`config.mk`:
```
export PLATFORM = sky130hd
export DESIGN_NAME = wb_button_poll_master
export DESIGN_NICKNAME = d
export VERILOG_FILES = /design/src/rtl/wb_pkg.sv /design/src/rtl/wb_single_master.sv /design/src/rtl/wb_button_poll_master.sv
export SDC_FILE = /design/constraint.sdc
export NUM_CORES = 1
export LEC_CHECK = 0
export CORE_ASPECT_RATIO = 1.2
export CORE_UTILIZATION = 37
export CTS_CLUSTER_DIAMETER = 120
export DETAILED_ROUTE_END_ITERATION = 10
export GPL_TIMING_DRIVEN = 0
export PLACE_DENSITY = 0.8
export SYNTH_ARGS = -nofsm -noshare
export SYNTH_HDL_FRONTEND = slang
export SYNTH_SLANG_ARGS = --single-unit
export TNS_END_PERCENT = 1
```
`constraint.sdc`:
```
create_clock -name clk -period 1.8 [get_ports clk]
set_clock_uncertainty 0.15 [all_clocks]
set_input_delay 0.18 -clock clk [delete_from_list [all_inputs] [get_ports clk]]
set_output_delay 0.18 -clock clk [all_outputs]
set_load 0.05 [all_outputs]
```
`src/rtl/wb_pkg.sv`:
```
// Shared types and defaults for the button-poll Wishbone initiator.
package wb_pkg;

  typedef enum logic [1:0] {
    ST_IDLE  = 2'd0,
    ST_WAIT  = 2'd1,
    ST_READ  = 2'd2,
    ST_WRITE = 2'd3
  } poll_state_e;

  localparam logic [31:0] DEF_BTN_ADDR = 32'h3000_0000;
  localparam logic [31:0] DEF_LED_ADDR = 32'h3000_0004;
  localparam int unsigned DEF_BTN_BITS = 3;
  localparam int unsigned DEF_LED_W    = DEF_BTN_BITS + 1;

  // LED pattern carries an any-pressed bit above the raw button bits.
  function automatic int unsigned led_width(input int unsigned btn_bits);
    return btn_bits + 1;
  endfunction

endpackage

```
`src/rtl/wb_single_master.sv`:
```
// One Wishbone classic request: start -> cyc/stb held until ack or timeout.
module wb_single_master #(
  parameter int unsigned TIMEOUT = 255
) (
  input  logic        clk,
  input  logic        reset,
  input  logic        start_i,
  input  logic        we_i,
  input  logic [31:0] addr_i,
  input  logic [31:0] wdata_i,
  output logic        busy_o,
  output logic        done_c,
  output logic        timeout_c,
  output logic [31:0] rdata_c,
  output logic        wb_cyc_o,
  output logic        wb_stb_o,
  output logic        wb_we_o,
  output logic [31:0] wb_addr_o,
  output logic [31:0] wb_data_o,
  input  logic        wb_ack_i,
  input  logic [31:0] wb_data_i
);

  localparam int unsigned TMO_W = (TIMEOUT > 1) ? $clog2(TIMEOUT) : 1;

  logic             cyc_q, cyc_d;
  logic             we_q, we_d;
  logic [31:0]      addr_q, addr_d;
  logic [31:0]      data_q, data_d;
  logic [TMO_W-1:0] tmo_q, tmo_d;

  always_ff @(posedge clk or posedge reset) begin
    if (reset) begin
      cyc_q  <= 1'b0;
      we_q   <= 1'b0;
      addr_q <= '0;
      data_q <= '0;
      tmo_q  <= '0;
    end else begin
      cyc_q  <= cyc_d;
      we_q   <= we_d;
      addr_q <= addr_d;
      data_q <= data_d;
      tmo_q  <= tmo_d;
    end
  end

  // Ack only counts while a cycle is open; the TIMEOUT-th silent cycle aborts.
  always_comb begin
    cyc_d     = cyc_q;
    we_d      = we_q;
    addr_d    = addr_q;
    data_d    = data_q;
    tmo_d     = tmo_q;
    done_c    = cyc_q & wb_ack_i;
    timeout_c = cyc_q & ~wb_ack_i & (tmo_q == TMO_W'(TIMEOUT - 1));
    if (!cyc_q) begin
      if (start_i) begin
        cyc_d  = 1'b1;
        we_d   = we_i;
        addr_d = addr_i;
        data_d = wdata_i;
        tmo_d  = '0;
      end
    end else if (done_c || timeout_c) begin
      cyc_d  = 1'b0;
      we_d   = 1'b0;
      addr_d = '0;
      data_d = '0;
      tmo_d  = '0;
    end else begin
      tmo_d = tmo_q + TMO_W'(1);
    end
  end

  assign busy_o    = cyc_q;
  assign rdata_c   = wb_data_i;
  assign wb_cyc_o  = cyc_q;
  assign wb_stb_o  = cyc_q;
  assign wb_we_o   = we_q;
  assign wb_addr_o = addr_q;
  assign wb_data_o = data_q;

endmodule

```
`src/rtl/wb_button_poll_master.sv`:
```
// Polls the button register on an interval and mirrors changes to the LED register.
module wb_button_poll_master
  import wb_pkg::*;
#(
  parameter logic [31:0] BTN_ADDR    = DEF_BTN_ADDR,
  parameter logic [31:0] LED_ADDR    = DEF_LED_ADDR,
  parameter int unsigned BTN_BITS    = DEF_BTN_BITS,
  parameter int unsigned POLL_CYCLES = 1000,
  parameter int unsigned TIMEOUT     = 255
) (
  input  logic                clk,
  input  logic                reset,
  input  logic                enable,
  output logic                o_wb_cyc,
  output logic                o_wb_stb,
  output logic                o_wb_we,
  output logic [31:0]         o_wb_addr,
  output logic [31:0]         o_wb_data,
  input  logic                i_wb_ack,
  input  logic [31:0]         i_wb_data,
  output logic [BTN_BITS-1:0] o_buttons,
  output logic                o_event,
  output logic                o_err
);

  localparam int unsigned CNT_W = (POLL_CYCLES > 1) ? $clog2(POLL_CYCLES) : 1;
  localparam int unsigned LED_W = led_width(BTN_BITS);
  localparam logic [CNT_W-1:0] CNT_LOAD = CNT_W'(POLL_CYCLES - 1);

  poll_state_e         state_q, state_d;
  logic [CNT_W-1:0]    cnt_q, cnt_d;
  logic [BTN_BITS-1:0] buttons_q, buttons_d;
  logic                first_q, first_d;
  logic                event_q, event_d;
  logic                err_q, err_d;

  logic                start_c;
  logic                req_we_c;
  logic [31:0]         req_addr_c;
  logic [31:0]         req_data_c;
  logic                busy;
  logic                done_c;
  logic                timeout_c;
  logic [31:0]         rdata_c;
  logic [BTN_BITS-1:0] btn_new_c;
  logic [LED_W-1:0]    led_pat_c;
  logic                unused_rdata_c;

  assign btn_new_c      = rdata_c[BTN_BITS-1:0];
  assign led_pat_c      = {|buttons_q, buttons_q};
  assign unused_rdata_c = ^rdata_c[31:BTN_BITS];

  always_ff @(posedge clk or posedge reset) begin
    if (reset) begin
      state_q   <= ST_IDLE;
      cnt_q     <= '0;
      buttons_q <= '0;
      first_q   <= 1'b1;
      event_q   <= 1'b0;
      err_q     <= 1'b0;
    end else begin
      state_q   <= state_d;
      cnt_q     <= cnt_d;
      buttons_q <= buttons_d;
      first_q   <= first_d;
      event_q   <= event_d;
      err_q     <= err_d;
    end
  end

  always_comb begin
    state_d    = state_q;
    cnt_d      = cnt_q;
    buttons_d  = buttons_q;
    first_d    = first_q;
    event_d    = 1'b0;
    err_d      = err_q;
    start_c    = 1'b0;
    req_we_c   = 1'b0;
    req_addr_c = BTN_ADDR;
    req_data_c = '0;
    case (state_q)
      ST_IDLE: begin
        if (enable) begin
          cnt_d   = CNT_LOAD;
          state_d = ST_WAIT;
        end
      end
      ST_WAIT: begin
        if (!enable) begin
          state_d = ST_IDLE;
        end else if (cnt_q == '0) begin
          state_d = ST_READ;
        end else begin
          cnt_d = cnt_q - CNT_W'(1);
        end
      end
      // An open request always finishes before enable is honoured.
      ST_READ: begin
        start_c = ~busy;
        if (done_c) begin
          buttons_d = btn_new_c;
          cnt_d     = CNT_LOAD;
          if ((btn_new_c != buttons_q) || first_q) begin
            state_d = ST_WRITE;
          end else begin
            state_d = enable ? ST_WAIT : ST_IDLE;
          end
        end else if (timeout_c) begin
          err_d   = 1'b1;
          cnt_d   = CNT_LOAD;
          state_d = enable ? ST_WAIT : ST_IDLE;
        end
      end
      ST_WRITE: begin
        start_c    = ~busy;
        req_we_c   = 1'b1;
        req_addr_c = LED_ADDR;
        req_data_c = 32'(led_pat_c);
        if (done_c) begin
          event_d = 1'b1;
          first_d = 1'b0;
          cnt_d   = CNT_LOAD;
          state_d = enable ? ST_WAIT : ST_IDLE;
        end else if (timeout_c) begin
          err_d   = 1'b1;
          cnt_d   = CNT_LOAD;
          state_d = enable ? ST_WAIT : ST_IDLE;
        end
      end
      default: state_d = ST_IDLE;
    endcase
  end

  wb_single_master #(
    .TIMEOUT(TIMEOUT)
  ) u_master (
    .clk       (clk),
    .reset     (reset),
    .start_i   (start_c),
    .we_i      (req_we_c),
    .addr_i    (req_addr_c),
    .wdata_i   (req_data_c),
    .busy_o    (busy),
    .done_c    (done_c),
    .timeout_c (timeout_c),
    .rdata_c   (rdata_c),
    .wb_cyc_o  (o_wb_cyc),
    .wb_stb_o  (o_wb_stb),
    .wb_we_o   (o_wb_we),
    .wb_addr_o (o_wb_addr),
    .wb_data_o (o_wb_data),
    .wb_ack_i  (i_wb_ack),
    .wb_data_i (i_wb_data)
  );

  assign o_buttons = buttons_q;
  assign o_event   = event_q;
  assign o_err     = err_q;

endmodule

```
==> results.rst <==
.. list-table::
   :header-rows: 1

   * - Metric
     - Value
   * - Post-Route Setup TNS
     - -0.245 ns
   * - Worst reg2reg startpoint
     - u_master.tmo_q[0]
   * - Most area-hungry cell type in the Yosys netlist
     - dfrtp_1
   * - Area added between synthesis and finish
     - 33.8%
   * - Cell types with the highest counts after synthesis
     - 61 x buf_4, 32 x dfrtp_1, 16 x o21ai_0
   * - Max-slew violation count
     - 0
   * - Vias in the first global route
     - roughly 1600
   * - Static Leakage
     - 1.56 nW
   * - Violations in the final reports
     - negative setup slack
   * - CTS H-Tree Depth
     - 2
   * - Vertical die dimension
     - ~86 um
   * - Largest net degree at the start of global routing
     - 34
   * - Number of nets in the final layout
     - ~370
   * - Share of the synthesized area in the top cell type
     - between 30% and 40%
   * - VDD IR max
     - 0.324 mV
   * - Number of nets with antenna violations after routing
     - 0
   * - Final critical-path required period
     - 1.85 ns
   * - Number of max-capacitance violations reported
     - 0
   * - Final critical-path setup slack
     - -0.0503 ns
   * - Placement row count
     - 30
   * - Clock Tree Buf Depth
     - 2
   * - Total die area
     - 6260 um^2
   * - Synth area leaders
     - dfrtp_1 36%, buf_4 21%, o21ai_0 3.6%, a21oi_1 2.7%, nand2_1 2.4%
   * - Horizontal extent of the die
     - 72.4 um
   * - Overall via count from detail_route
     - 1761
   * - Most used DFF post-synth
     - dfrtp_1
   * - Number of fill cells in the layout
     - 544
   * - Wire length of the first global-routing pass
     - between 6 and 7 mm
   * - Top fanout value on the critical path
     - 5
   * - Routed length per placed instance
     - 10.3 um
   * - Count of warnings emitted by yosys
     - 0
   * - Number of synthesized flops with an enable pin
     - 0
   * - Global-route met1 utilization
     - about 16%
   * - Capturing element type of the critical path
     - flop
   * - CTS tree
     - yes
   * - Outcome
     - finished, violations left
   * - Proportion of register bits with asynchronous set or reset after synthesis
     - 100%
   * - Met2 global-route usage
     - 25.1%
   * - Final-report hold violation count
     - 0
   * - Clock insertion delay at the later pin of the skew report
     - 0.28 ns
   * - Path type of the worst setup path
     - reg -> reg
   * - Worst setup endpoint
     - cnt_q[9]
   * - Synth Instances
     - ~240
   * - Routability cong.
     - 0.782
   * - RSZ-0062 raised after global routing
     - yes
   * - I/O pin total
     - approximately 110
   * - Global-route congestion overflow total
     - 0
   * - Kind of path behind the tightest hold check
     - in -> async
   * - Required time worst endpoint
     - 1.86 ns
   * - Reg-to-reg slack, setup
     - -0.05 ns
   * - Post-Route Hold Slack
     - 0.0269 ns
   * - Avg Synthesized Cell Area
     - around 9 um^2
   * - Global Route Usage Sum
     - 14.0%
   * - Drt first-iter violations
     - between 80 and 90
   * - Most instantiated library cell after synthesis
     - buf_4
   * - Cell Pwr Density
     - 714 nW/um^2
   * - Post-route DRC violation count
     - 0
   * - Max frequency
     - 0.540 GHz
   * - Register bit total from synthesis
     - 33
   * - Worst Path Arrival
     - between 1.5 and 2 ns
   * - Number of vias per cell
     - 4.27
   * - Cell at the root of the clock tree
     - clkbuf_8
   * - Number of buffers inserted during clock tree synthesis
     - 5
   * - Antenna cell count
     - 0
   * - Portion of the post-synthesis area used by sequential elements
     - a little under two fifths
   * - Worst-case headroom to the max-slew limit
     - a little under two thirds
   * - Number of buffer cells added on primary ports
     - 21
   * - Share of cells above drive strength 1
     - 30.7%
   * - Number of setup violations in the final report
     - 6
   * - Met3 track demand over resource in global routing
     - 3.37%
   * - Initial Util
     - 38.6%
   * - Detailed Routing Iterations Pass 1
     - 4
   * - Final wirelength
     - ~4.2 mm
   * - Global routing's busiest layer
     - met2
   * - Floorplan Core Area
     - 5710 um^2
   * - Clock-pin slew on the worst setup and hold paths
     - 0.07 ns
   * - Share of the cycle needed by the critical path after routing
     - 103%
   * - Clock Sink Count
     - 33
   * - Startpoint Class
     - flop
   * - Sum of net half-perimeters after detailed placement
     - 3.16 mm
   * - Launching element of the worst setup path
     - u_master.tmo_q[0]
   * - Number of antenna violations at the first check in global routing
     - 0
   * - Combined area of all synthesized cells
     - 2200 um^2
   * - Reg2Reg Capture Point
     - cnt_q[9]
   * - Post-cts hold buffer count
     - 0
   * - Library cells used by synthesis
     - 46
   * - Transition at the pin with the smallest max-transition slack
     - between 0.5 and 0.6 ns
   * - Worst R2R Path Depth
     - 8
area by class of cell:
cell class                      count  area (um^2)  area share (%)
Timing Repair Buffer               26          264            8.96
Buffer                             65          494            16.8
Inverter                           10         37.5            1.27
Tap cell                           80          100            3.40
Clock buffer                        7         86.3            2.93
Clock inverter                      1         30.0            1.02
Multi-Input combinational cell    190         1100            37.5
Sequential cell                    33          828            28.1
per-layer routing:
layer,share of wire [%],wire length [um]
met2,52,2230
met5,0,0
met4,1.9,80
met3,5.4,230
met1,40,1710
cells by family (layout without fill, tap and decap cells):
kind of cell | Yosys count | in the layout | synth area share [%]
AOI/OAI and AO/OA | 52 | 52 | 15.0
xor gates and xnor gates | 6 | 6 | 2.39
adders and majority gates | 4 | 4 | 2.27
DFF | 33 | 33 | 37.6
other | 1 | 57 | 0.170
muxes | 4 | 4 | 1.99
and+or+nand+nor | 67 | 67 | 16.7
buffers and inverters | 75 | 109 | 23.9
worst max-delay path, stage by stage, from the launching register on:
cell and delay (ns):
dfrtp_1 0.39, inv_1 0.07, ha_2 0.17, and4_4 0.23
a21o_4 0.16, a21boi_4 0.07, buf_6 0.14, or3_1 0.30
nand3_1 0.09
worst min path at each step:
stage,end,slack [ns],depth (start not counted)
after floorplan,cnt_q[0],0.16,1
after global placement,first_q,0.30,2
after detailed placement,first_q,0.30,2
after CTS,first_q,0.31,2
after global routing,u_master.tmo_q[0],0.05,2
final,u_master.tmo_q[0],0.03,2
stage by stage:
step           utilization, %  power, mW  instances  cell area [um^2]  setup WS [ns]
2_1_floorplan               -       1.31        298              2420         0.0206
3_3_place_gp             47.8       1.37        399              2730         -0.162
3_5_place_dp             47.8       1.38        399              2730         -0.219
4_1_cts                  50.4       2.11        408              2880        -0.0767
5_1_grt                  51.6       2.20        412              2950         -0.151
6_report                 51.6       2.10        412              2950        -0.0503
layout by cell type (no fill, tap or decap), types with 6 or more instances in the layout:
cell type / Yosys / routed
buf_4: 61 / 66
conb_1: 1 / 57
dfrtp_1: 32 / 31
o21ai_0: 16 / 14
nand2_1: 14 / 14
nor2_1: 11 / 11
a21oi_1: 12 / 10
inv_1: 10 / 8
clkdlybuf4s50_1: 0 / 8
nand4_1: 7 / 7
nand3_1: 7 / 7
dlygate4sd2_1: 0 / 7
or3_1: 6 / 6
clkbuf_8: 0 / 6
where the power goes:
part | internal, mW | leakage (nW) | total (mW) | switching (mW)
clock network | 0.451 | 0.0585 | 0.721 | 0.270
logic | 0.171 | 1.09 | 0.573 | 0.402
registers | 0.773 | 0.406 | 0.808 | 0.0356
flip-flops by register name (all words and copies together), names as in the netlist, 2 cells and up:
signal,cells
u_master.tmo_q,8
u_master.wb_addr_o,2
state_q,2
u_master.wb_data_o,4
cnt_q,10
o_buttons,3
timing repair:
action / in CTS / in global routing
gates cloned: 0 / 1
buffers inserted: 1 / 2
hold endpoints to repair: 0 / 0
gates resized for setup: 20 / 7
setup endpoints to repair: 31 / 27
pin swaps: 7 / 5
(Power assumes the default switching activity.)
==> variant: new RTL, same flow settings <==
Make the reset (`reset`) synchronous in 2 clocked blocks.
--- a/src/rtl/wb_single_master.sv
+++ b/src/rtl/wb_single_master.sv
@@ -29,7 +29,7 @@
   logic [31:0]      data_q, data_d;
   logic [TMO_W-1:0] tmo_q, tmo_d;
 
-  always_ff @(posedge clk or posedge reset) begin
+  always_ff @(posedge clk) begin
     if (reset) begin
       cyc_q  <= 1'b0;
       we_q   <= 1'b0;
--- a/src/rtl/wb_button_poll_master.sv
+++ b/src/rtl/wb_button_poll_master.sv
@@ -50,7 +50,7 @@
   assign led_pat_c      = {|buttons_q, buttons_q};
   assign unused_rdata_c = ^rdata_c[31:BTN_BITS];
 
-  always_ff @(posedge clk or posedge reset) begin
+  always_ff @(posedge clk) begin
     if (reset) begin
       state_q   <= ST_IDLE;
       cnt_q     <= '0;
Behaviour: no difference found for any inputs over 10 cycles, from zero or initial values and one cycle with reset high; that may be too few to reach the edited logic, so the function may still have changed.
==> variant against the unedited design <==
Final area fell by 5.5%. Maximum frequency fell by 0.58%. Core utilization rose by 1.3 points. Sequential cell count did not move. The flow still finishes with violations (negative setup slack). Power fell by 7.9%. Global-route usage rose by 0.12 points. Largest power group unchanged. Via count fell by 0.85%. Wire length rose by 3.3%. Non-clock buffer count rose by 3. Synthesized area fell by 8.3%. Worst setup slack got worse by 0.011 ns.
==> variant: results (changes against the unedited design) <==
worst reg2reg path depth=7 (-1); Final Instance Count excl. Fillers=390 (-5.3%); max incr delay on CP=0.36 ns (-0.03 ns); layout cells sized above 1=32.0% (+1.3 points); WHS Endpoint=first_q$_SDFFE_PP1P_; RR Startpoint=cnt_q[1]$_SDFFE_PP0P_; DRT iter0 DRCs=146 (+66%); failing checks=negative setup slack; clock transition at the registers of the reported paths=0.06 ns; Hold Path Class=reg2reg; Placement Cell Area=2520 um^2 (-7.5%); Resized Gates After CTS=13 (-35%); Slew @ Worst Pin=0.516 ns (-0.0304 ns); global-route wire length before repair=6610 um (-4.0%); post-synthesis sequential area ratio=32.7% (-4.8 points); GPL Wtd Cong=0.827 (+5.8%); setup tns final=-0.108 ns (+0.137 ns); multiplexer share of the synthesized area=2.54% (+0.55 points); setup ws final=-0.0612 ns (-0.0108 ns); status=complete, but fails checks; Yosys cell types=43 (-6.5%); top post-synthesis cells by count=buf_4 (62), dfxtp_1 (33), nor2_1 (23), a21oi_1 (15), xor2_1 (9); Compound-Gate Fraction of Synth Area=12.5% (-2.4 points); sw frac=35.2% (+1.6 points); Leak=1.47 nW (-5.7%); slowest cell on the critical path=dfxtp_2; vias in the first global route=1497 (-5.5%); P_sw=0.683 mW (-3.4%); Logic pwr share=29.6% (+2.3 points); Inst Count DP=375 (-6.0%); Clock group=0.570 mW (-21%); drt wl/cell=11.2 um (+9.1%); Crit Reg-Reg Endpoint=cnt_q[9]$_SDFFE_PP0P_; NumNets Final=367 (-1.1%); DP Wirelength=2930 um (-7.1%); maximum vdd drop=0.327 mV (+0.75%); # setup viols final=3 (-3); largest net degree at the start of global routing=11 (-68%); final hold slack=0.322 ns (+0.295 ns); number of vias per cell=4.48 (+4.7%); Post-CTS Setup Bufs=4 (+3); Post-Synth Adder-Cell Area=2.48% (+0.21 points); Overall Global Routing Usage=14.2% (+0.12 points); Post-Synth XOR/XNOR Area=5.64% (+3.3 points); worst slack, placed=-0.243 ns (-0.0235 ns); asr flop ratio synth=0% (-100 points); Area contributors post-synth=dfxtp_1 (33%), buf_4 (23%), nor2_1 (4.3%), xor2_1 (3.9%), a21oi_1 (3.7%)
-- variant: worst max-delay path: cells and delay by family (launching register included) --
kind / cells / cell delay [ns]
compound gates: 2 / 0.42
fa+ha+maj: 1 / 0.19
simple gates: 3 / 0.61
buf+inv: 1 / 0.07
flops: 1 / 0.36
-- variant: worst max path at each step --
stage                               start                      end
6_report            cnt_q[1]$_SDFFE_PP0P_    cnt_q[9]$_SDFFE_PP0P_
3_3_place_gp                       enable    cnt_q[9]$_SDFFE_PP0P_
5_1_grt             cnt_q[1]$_SDFFE_PP0P_    cnt_q[9]$_SDFFE_PP0P_
4_1_cts             cnt_q[1]$_SDFFE_PP0P_    cnt_q[9]$_SDFFE_PP0P_
3_5_place_dp                       enable    cnt_q[9]$_SDFFE_PP0P_
2_1_floorplan  u_master.busy_o$_SDFF_PP0_  state_q[1]$_SDFFE_PP0P_
-- variant: metal layers --
metal / share of wire, % / GRT usage, % / up-vias
met3: 7.4 / 5.10 / 7
met5: 0 / 0 / -
li1: - / - / 878
met4: 1.5 / 5.01 / 0
met2: 53 / 26.6 / 68
met1: 38 / 14.0 / 793
-- variant: area by class of cell --
| type | instances | area, um^2 |
|---|---|---|
| Sequential cell | 33 | 671 |
| Clock buffer | 8 | 90.1 |
| Fill cell | 494 | 2480 |
| Multi-Input combinational cell | 188 | 1160 |
| Inverter | 5 | 18.8 |
| Buffer | 67 | 495 |
| Timing Repair Buffer | 27 | 269 |
| Tap cell | 62 | 77.6 |
-- variant: cell families (layout without fill, tap and decap cells) --
kind of cell | after synthesis | in the layout
buf+inv | 72 | 107
compound gates | 36 | 37
simple gates | 72 | 72
fa+ha+maj | 4 | 4
other cells | 1 | 57
flops | 33 | 33
xor+xnor | 13 | 13
mux | 5 | 5
